## config.mk

```make
export PLATFORM = sky130hd
export DESIGN_NAME = st2_exec_flat
export DESIGN_NICKNAME = d
export VERILOG_FILES = /design/src/rtl/st2_exec_if.sv /design/src/rtl/st2_exec.sv /design/src/flat_wrapper.sv
export SDC_FILE = /design/constraint.sdc
export NUM_CORES = 1
export LEC_CHECK = 0
export CORE_MARGIN = 5
export CORE_UTILIZATION = 50
export CTS_CLUSTER_DIAMETER = 50
export DETAILED_ROUTE_END_ITERATION = 10
export GPL_TIMING_DRIVEN = 0
export PLACE_DENSITY_LB_ADDON = 0.1
export SETUP_SLACK_MARGIN = 0.1
export SYNTH_ARGS = -nofsm -noshare
export SYNTH_HDL_FRONTEND = slang
export SYNTH_SLANG_ARGS = --single-unit
export TNS_END_PERCENT = 100
```

## constraint.sdc

```tcl
create_clock -name clk -period 4.1 [get_ports clk]
set_input_delay 1.23 -clock clk [delete_from_list [all_inputs] [get_ports clk]]
set_output_delay 1.23 -clock clk [all_outputs]
set_load 0.005 [all_outputs]
```

## src/rtl/st2_exec_if.sv

```systemverilog
// st2_exec_if: operand/control bus from stage 1 into st2_exec and its result/flag outputs
//   master: drives aluin1/aluin2/operation_in/opselect_in/enable_*/shift_number, reads results
//   slave : the execute stage
interface st2_exec_if;
  logic [31:0] aluin1;
  logic [31:0] aluin2;
  logic [2:0]  operation_in;
  logic [2:0]  opselect_in;
  logic        enable_arith;
  logic        enable_shift;
  logic [4:0]  shift_number;
  logic [31:0] aluout;
  logic        carry;
  logic        zero;
  logic        result_valid;
  logic        stall;
  modport master (
    output aluin1, aluin2, operation_in, opselect_in, enable_arith, enable_shift, shift_number,
    input  aluout, carry, zero, result_valid, stall
  );
  modport slave (
    input  aluin1, aluin2, operation_in, opselect_in, enable_arith, enable_shift, shift_number,
    output aluout, carry, zero, result_valid, stall
  );
endinterface

```

## src/rtl/st2_exec.sv

```systemverilog
// st2_exec: execute stage with single-cycle ALU/load and an iterative 1-bit-per-cycle shifter
//   clk   : rising-edge clock
//   reset : asynchronous active-low reset
//   bus   : st2_exec_if.slave (operands, op/class codes, starts, result, carry/zero, valid, stall)
module st2_exec (
  input logic       clk,
  input logic       reset,
  st2_exec_if.slave bus
);
  typedef enum logic {IDLE, SHIFT} state_t;
  state_t      r_state, w_state;
  logic [31:0] r_acc, w_acc, r_aluout, w_aluout, w_step, w_arith;
  logic [4:0]  r_cnt, w_cnt;
  logic [1:0]  r_type, w_type;
  logic        r_carry, w_carry, r_zero, w_zero, r_valid, w_valid;
  logic [32:0] w_sum, w_diff;
  logic        w_is_alu;
  assign w_sum    = {1'b0, bus.aluin1} + {1'b0, bus.aluin2};
  assign w_diff   = {1'b0, bus.aluin1} - {1'b0, bus.aluin2};
  assign w_is_alu = bus.opselect_in == 3'd1;
  // type[1] selects right-shifts with a fill bit: sign for SRA, wrapped LSB for ROR
  assign w_step = r_type[1] ? {r_type[0] ? r_acc[0] : r_acc[31], r_acc[31:1]} :
                  r_type[0] ? {1'b0, r_acc[31:1]} : {r_acc[30:0], 1'b0};
  always_comb begin
    w_arith = bus.aluin2;
    case (bus.operation_in)
      3'd0: w_arith = w_sum[31:0];
      3'd1: w_arith = w_diff[31:0];
      3'd2: w_arith = bus.aluin1 & bus.aluin2;
      3'd3: w_arith = bus.aluin1 | bus.aluin2;
      3'd4: w_arith = bus.aluin1 ^ bus.aluin2;
      3'd5: w_arith = ~(bus.aluin1 | bus.aluin2);
      3'd6: w_arith = {31'd0, $signed(bus.aluin1) < $signed(bus.aluin2)};
      default: w_arith = bus.aluin2;
    endcase
  end
  always_comb begin
    w_state  = r_state;
    w_acc    = r_acc;
    w_cnt    = r_cnt;
    w_type   = r_type;
    w_aluout = r_aluout;
    w_carry  = r_carry;
    w_valid  = 1'b0;
    if (r_state == SHIFT) begin
      w_acc = w_step;
      w_cnt = r_cnt - 5'd1;
      if (r_cnt == 5'd1) begin
        w_state  = IDLE;
        w_aluout = w_step;
        w_valid  = 1'b1;
      end
    end else if (bus.enable_shift) begin
      // reserved shift codes and zero-distance shifts finish immediately with aluin1
      if (bus.operation_in[2] || bus.shift_number == 5'd0) begin
        w_aluout = bus.aluin1;
        w_valid  = 1'b1;
      end else begin
        w_state = SHIFT;
        w_acc   = bus.aluin1;
        w_cnt   = bus.shift_number;
        w_type  = bus.operation_in[1:0];
      end
    end else if (bus.enable_arith) begin
      w_aluout = w_is_alu ? w_arith : bus.aluin2;
      w_carry  = (w_is_alu && bus.operation_in == 3'd0) ? w_sum[32] :
                 (w_is_alu && bus.operation_in == 3'd1) ? w_diff[32] : r_carry;
      w_valid  = 1'b1;
    end
    w_zero = w_valid ? (w_aluout == 32'd0) : r_zero;
  end
  always_ff @(posedge clk or negedge reset) begin
    if (!reset) begin
      r_state  <= IDLE;
      r_acc    <= '0;
      r_cnt    <= '0;
      r_type   <= '0;
      r_aluout <= '0;
      r_carry  <= 1'b0;
      r_zero   <= 1'b0;
      r_valid  <= 1'b0;
    end else begin
      r_state  <= w_state;
      r_acc    <= w_acc;
      r_cnt    <= w_cnt;
      r_type   <= w_type;
      r_aluout <= w_aluout;
      r_carry  <= w_carry;
      r_zero   <= w_zero;
      r_valid  <= w_valid;
    end
  end
  assign bus.aluout       = r_aluout;
  assign bus.carry        = r_carry;
  assign bus.zero         = r_zero;
  assign bus.result_valid = r_valid;
  assign bus.stall        = r_state == SHIFT;
endmodule

```

## src/flat_wrapper.sv

```systemverilog
// flat-port wrapper written by rule: the top's interface ports become plain ports
module st2_exec_flat 
  (clk, reset, bus_aluin1, bus_aluin2, bus_operation_in, bus_opselect_in, bus_enable_arith, bus_enable_shift, bus_shift_number, bus_aluout, bus_carry, bus_zero, bus_result_valid, bus_stall);
  st2_exec_if bus_i ();
  input logic clk;
  input logic reset;
  input wire logic [$bits(bus_i.aluin1)-1:0] bus_aluin1;
  input wire logic [$bits(bus_i.aluin2)-1:0] bus_aluin2;
  input wire logic [$bits(bus_i.operation_in)-1:0] bus_operation_in;
  input wire logic [$bits(bus_i.opselect_in)-1:0] bus_opselect_in;
  input wire logic [$bits(bus_i.enable_arith)-1:0] bus_enable_arith;
  input wire logic [$bits(bus_i.enable_shift)-1:0] bus_enable_shift;
  input wire logic [$bits(bus_i.shift_number)-1:0] bus_shift_number;
  output wire logic [$bits(bus_i.aluout)-1:0] bus_aluout;
  output wire logic [$bits(bus_i.carry)-1:0] bus_carry;
  output wire logic [$bits(bus_i.zero)-1:0] bus_zero;
  output wire logic [$bits(bus_i.result_valid)-1:0] bus_result_valid;
  output wire logic [$bits(bus_i.stall)-1:0] bus_stall;
  assign bus_i.aluin1 = bus_aluin1;
  assign bus_i.aluin2 = bus_aluin2;
  assign bus_i.operation_in = bus_operation_in;
  assign bus_i.opselect_in = bus_opselect_in;
  assign bus_i.enable_arith = bus_enable_arith;
  assign bus_i.enable_shift = bus_enable_shift;
  assign bus_i.shift_number = bus_shift_number;
  assign bus_aluout = bus_i.aluout;
  assign bus_carry = bus_i.carry;
  assign bus_zero = bus_i.zero;
  assign bus_result_valid = bus_i.result_valid;
  assign bus_stall = bus_i.stall;
  st2_exec u_core (.clk(clk), .reset(reset), .bus(bus_i));
endmodule
```

Yosys cells after proc, flatten, opt, wreduce, memory -nomap -nowiden
Cells that the tools add are included.
Word-level totals
  bits in registers: 75
  input port bits: 79
  output and inout port bits: 36
  logic and storage cells: 66
Operators by class
  $add $sub $neg: 3
  $lt $le $gt $ge: 1
  equal/unequal tests: 9
  mux-type cells: 27
  bitwise gates (word level): 7
  reductions and logical operators: 11
Operators by type and width (number)
  two-way mux 32 bit: 11
  one-hot mux 32 bit (7 select lines): 1
  adder 32 x 32 -> 33 bit: 1
  subtractor 32 x 32 -> 33 bit: 1
  AND 32 bit: 1
  logical NOT 32 bit: 1
  < comparator 32 bit: 1
  NOT 32 bit: 1
  OR 32 bit: 1
  XOR 32 bit: 1
  two-way mux 5 bit: 3
  two-way mux 1 bit: 12
  equality test 3 bit, second input constant: 3
  equality test 3 x 1 -> 1 bit, second input constant: 2
  equality test 3 x 2 -> 1 bit, second input constant: 2
  equality test 5 x 1 -> 1 bit, second input constant: 1
  logical NOT 5 bit: 1
  subtractor 5 x 1 -> 5 bit, second input constant: 1
  AND reduction 4 bit: 1
  nonzero test 2 bit: 2
  logical NOT 3 bit: 1
  NOT 1 bit: 3
  AND reduction 3 bit: 1
  logical AND 1 bit: 2
  3 further kinds: 3

Longest topological paths before layout
  depth in word-level cells: 8
  mapped depth: 15
  gate-level depth less buffers: 15

Worst setup path before layout
OpenSTA, ideal clock, no wires.
  path type: input to register
  start: in bus_aluin1[0]
  end: reg u_core.r_zero, in the netlist u_core.bus.zero
  setup time: 64 ps
  data arrival time: 4278 ps
  required time: 4036 ps
  setup slack: -242 ps
  stages on the path: 15
  path buffers: 0
  cells stage by stage: inv_1 ha_1 inv_1 fa_1 nor2b_1 o311ai_2 a21oi_1 a211oi_4 o311ai_4 a311oi_2 mux2i_1 a211o_1 or4_1 nor4_1 a21o_1
Between the ends
  elaborated cells between the ends (all ways): 14
  those cells by class: add/sub: 2; order compare: 1; mux: 6; bitwise: 4; reduce/logical: 1
RTL lines
  start, declared: line flat_wrapper.sv:7  | input wire logic [$bits(bus_i.aluin1)-1:0] bus_aluin1;
  subtractor 32 x 32 -> 33 bit / adder 32 x 32 -> 33 bit (equally long branches): line st2_exec.sv:19, st2_exec.sv:18
  one-hot mux 32 bit (7 select lines) (*): line st2_exec.sv:26  | case (bus.operation_in)
  two-way mux 32 bit (*): line st2_exec.sv:65  | w_aluout = w_is_alu ? w_arith : bus.aluin2;
  two-way mux 32 bit (*): line st2_exec.sv:64  | end else if (bus.enable_arith) begin
  two-way mux 32 bit (*): line st2_exec.sv:53  | end else if (bus.enable_shift) begin
  two-way mux 32 bit (*): line st2_exec.sv:45  | if (r_state == SHIFT) begin
  named net u_core.w_aluout[28]: line st2_exec.sv:12  | logic [31:0] r_acc, w_acc, r_aluout, w_aluout, w_step, w_arith;
  logical NOT 32 bit (*): line st2_exec.sv:70  | w_zero = w_valid ? (w_aluout == 32'd0) : r_zero;
  end signal, assigned: line st2_exec.sv:89  | r_zero <= w_zero;
  end, declared: line st2_exec.sv:15  | logic r_carry, w_carry, r_zero, w_zero, r_valid, w_valid;
The timed path passes the listed nets; every way through them passes the cells marked *.
A chain may end at the register's enable or synchronous reset.

Worst setup path in the final report
  start: in bus_aluin1[12]
  end: reg u_core.r_zero, in the netlist u_core.bus.zero
Same word-level chain as after synthesis.

==> results.md <==
- Area leader, netlist: dfrtp_1
- Horiz. Die Dim: approximately 160 um
- IO Count: 115
- Failing checks: setup timing
- Worst setup SP type: primary input
- Primary FF master, synth: dfrtp_1
- DR iter-0 viols: approximately 1700
- # setup viols final: 1
- CP Max Fanout: 10
- # hold bufs at CTS: 0
- Final worst setup slack: -0.368 ns
- Pwr per Cell Area: 451 nW/um^2
- Share of layout cells above drive strength 1: approximately 23%
- Yosys warns: 0
- Syn avg cell area: approximately 7.4 sq um
- CTS tree: yes
- Min-Delay Path Class: flop to flop
- Rows: between 50 and 60
- Vias in the first global route: between 10000 and 15000
- Worst Path Arrival: about 4.8 ns
- Leakage: 5.93 nW
- Synth cell types: 93
- Count leader, synth: a21oi_1
- Grt ovf: 0
- Worst Tran Pin Value: 0.853 ns
- Initial antenna violation count: 0
- Tot Pwr: around 6.5 mW
- Die Height: 158 um
- First drt pass iteration count: 9
- Core ar.: ~22000 sq um
- Pre-CTS WS: -2.15 ns
- Via/cell ratio: ~7.1
- Async S/R FF share, synth: 100%
- Final Cycle Share: 109%
- Setup TNS: -0.368 ns
- Clk sinks: 75
- Top cell type's share of synthesized area: between 10% and 20%
- Post-Syn Area: ~11000 sq um
- Seq/Total Area, Yosys: between 10% and 20%
- Critical path class: primary input to flop
- DP Wirelength: 42.0 mm
- Antenna Cells: 0
- GRT Util Overall: 42.8%
- Status: complete, but fails checks
- Number of synthesized flops with an enable pin: 0
- Global-route wire length before repair: 80.1 mm
- Top achievable clock speed: around 220 MHz
- Starting Density: 50.4%
- DR DRC count: 0
- Synth cell count leaders: a21oi_1 (139), nand2_1 (128), o21ai_0 (114)
- Final net count: 1820
- Post-layout minimum cycle time: 4.47 ns
- WP data required: between 4 and 5 ns
- Post-Synthesis Cells: between 1000 and 1500
- Layout Skew: about 0.0063 ns
- Max-Cap Viols: 0
- Main area contributors after synthesis: dfrtp_1 (17%), ha_1 (12%), a21oi_1 (6.4%)
- WL/cell: approximately 29 um
- Final Slew Violations: 0
- Unrepaired setup endpoints after global routing: true
- Clock Tree Root: clkbuf_16
- Pin count of the biggest net entering global routing: 62
- Reg clk slew, reported paths: roughly 0.060 ns
- Nature of the critical path endpoint: flop
- Mapped Nets: ~1700
- Slew HR: roughly 43%
- Final ANT Viol Nets: 0
- Clk_lat worst skew: ~0.34 ns
- H-tree depth: 3
- Maximum clock path buffer count: 2
- Area grow syn2layout: 32.7%
- Via count: around 14000
- Num CTS Buffers: 9
- Fin. Hold Viols: 0
- Port Buffers: roughly 110
- Routed WL: 55.1 mm
- Worst vdd ir: roughly 330 uV
- Gpl congestion: between 1 and 1.5
- Die ar.: about 25000 sq um
- Seq cells post-synth: 75
==> kinds of logic (layout without fill, tap and decap cells) <==
| kind of cell | count (synthesis) | count (layout) | share of synthesized area [%] |
|---|---|---|---|
| compound gates | 553 | 553 | 34.7 |
| xor+xnor | 24 | 24 | 1.93 |
| fa+ha+maj | 107 | 107 | 12.4 |
| buf+inv | 204 | 375 | 7.27 |
| flops | 75 | 75 | 17.2 |
| mux | 73 | 73 | 6.91 |
| simple gates | 432 | 432 | 19.5 |
==> layout make-up <==
type                    instances  area, sq um
repair buffers                158         1400
fillers                      1909         7150
plain buffers                  93          584
flip-flops and latches         75         1880
inverters                     108          429
multi-input cells            1189         9470
well taps                     280          350
clock buffers                  11          233
clock inverters                 5          125
==> layer usage <==
layer / up-vias / track usage (%) / share of wire (%)
met2: 1099 / 65.5 / 43
li1: 5812 / - / -
met1: 6448 / 54.0 / 37
met3: 332 / 7.90 / 11
met5: - / 0 / 0
met4: 0 / 30.7 / 9.8
==> timing repair <==
| action | CTS | global route |
|---|---|---|
| pin swaps | 62 | 41 |
| setup endpoints to repair | 71 | 14 |
| buffers inserted | 30 | 13 |
| gates resized for setup | 398 | 145 |
==> where the power goes <==
part / switching, mW / total, mW / internal (mW)
logic: 2.41 / 4.09 / 1.68
clock network: 0.322 / 0.978 / 0.656
registers: 0.353 / 1.46 / 1.11
total: 3.08 / 6.53 / 3.44
==> path summary, 6_finish.rpt <==
| check | startpoint | to | slack [ns] | cells past startpoint |
|---|---|---|---|---|
| hold reg to reg | u_core.bus.zero | u_core.bus.zero | 0.51 | 1 |
| max in group asynchronous | reset | u_core.bus.aluout[2] | 2.77 | 2 |
| setup reg to reg | u_core.r_type[1] | u_core.bus.zero | -0.15 | 13 |
| min in group asynchronous | reset | u_core.r_acc[28] | 0.75 | 1 |
| setup / recovery | bus_aluin1[12] | u_core.bus.zero | -0.37 | 15 |
| hold / removal | u_core.bus.zero | u_core.bus.zero | 0.51 | 1 |
==> worst max-delay path: stages <==
cell and delay, ns:
clkdlybuf4s15_2 0.29, inv_2 0.09, ha_4 0.31, buf_8 0.15, nand4_1 0.14, or2_1 0.26
o22a_4 0.23, a211oi_4 0.24, o21bai_2 0.12, mux2i_1 0.20, o41ai_1 0.13, a211o_1 0.37
or4_4 0.57, nor4_4 0.30, a21o_1 0.11
==> flip-flops by register name, summed over array words and instances (netlist names) <==
name,count
u_core.bus.zero,1
u_core.r_acc,32
u_core.bus.carry,1
u_core.bus.result_valid,1
u_core.r_type,2
u_core.r_cnt,5
u_core.bus.aluout,32
u_core.bus.stall,1
==> placed cells by master (no fill, tap or decap), types with 37 or more instances in the layout <==
cell type          n
a21oi_1          114
buf_4             53
clkdlybuf4s50_1   58
dfrtp_1           75
ha_1              84
inv_1             79
mux2i_1           53
nand2_1          126
nand3_1           37
nor2_1            88
o21ai_0           97
==> through the flow <==
stage	util, %	cells	hold WS (ns)	cell area [sq um]
global route	66.9	1919	0.519	14500
global placement	57.5	1862	0.506	12400
floorplan	-	1468	0.474	10900
CTS	65.4	1906	0.509	14100
detailed placement	57.7	1863	0.496	12500
finish	66.9	1919	0.509	14500
Power figures use the tool's default switching activity.
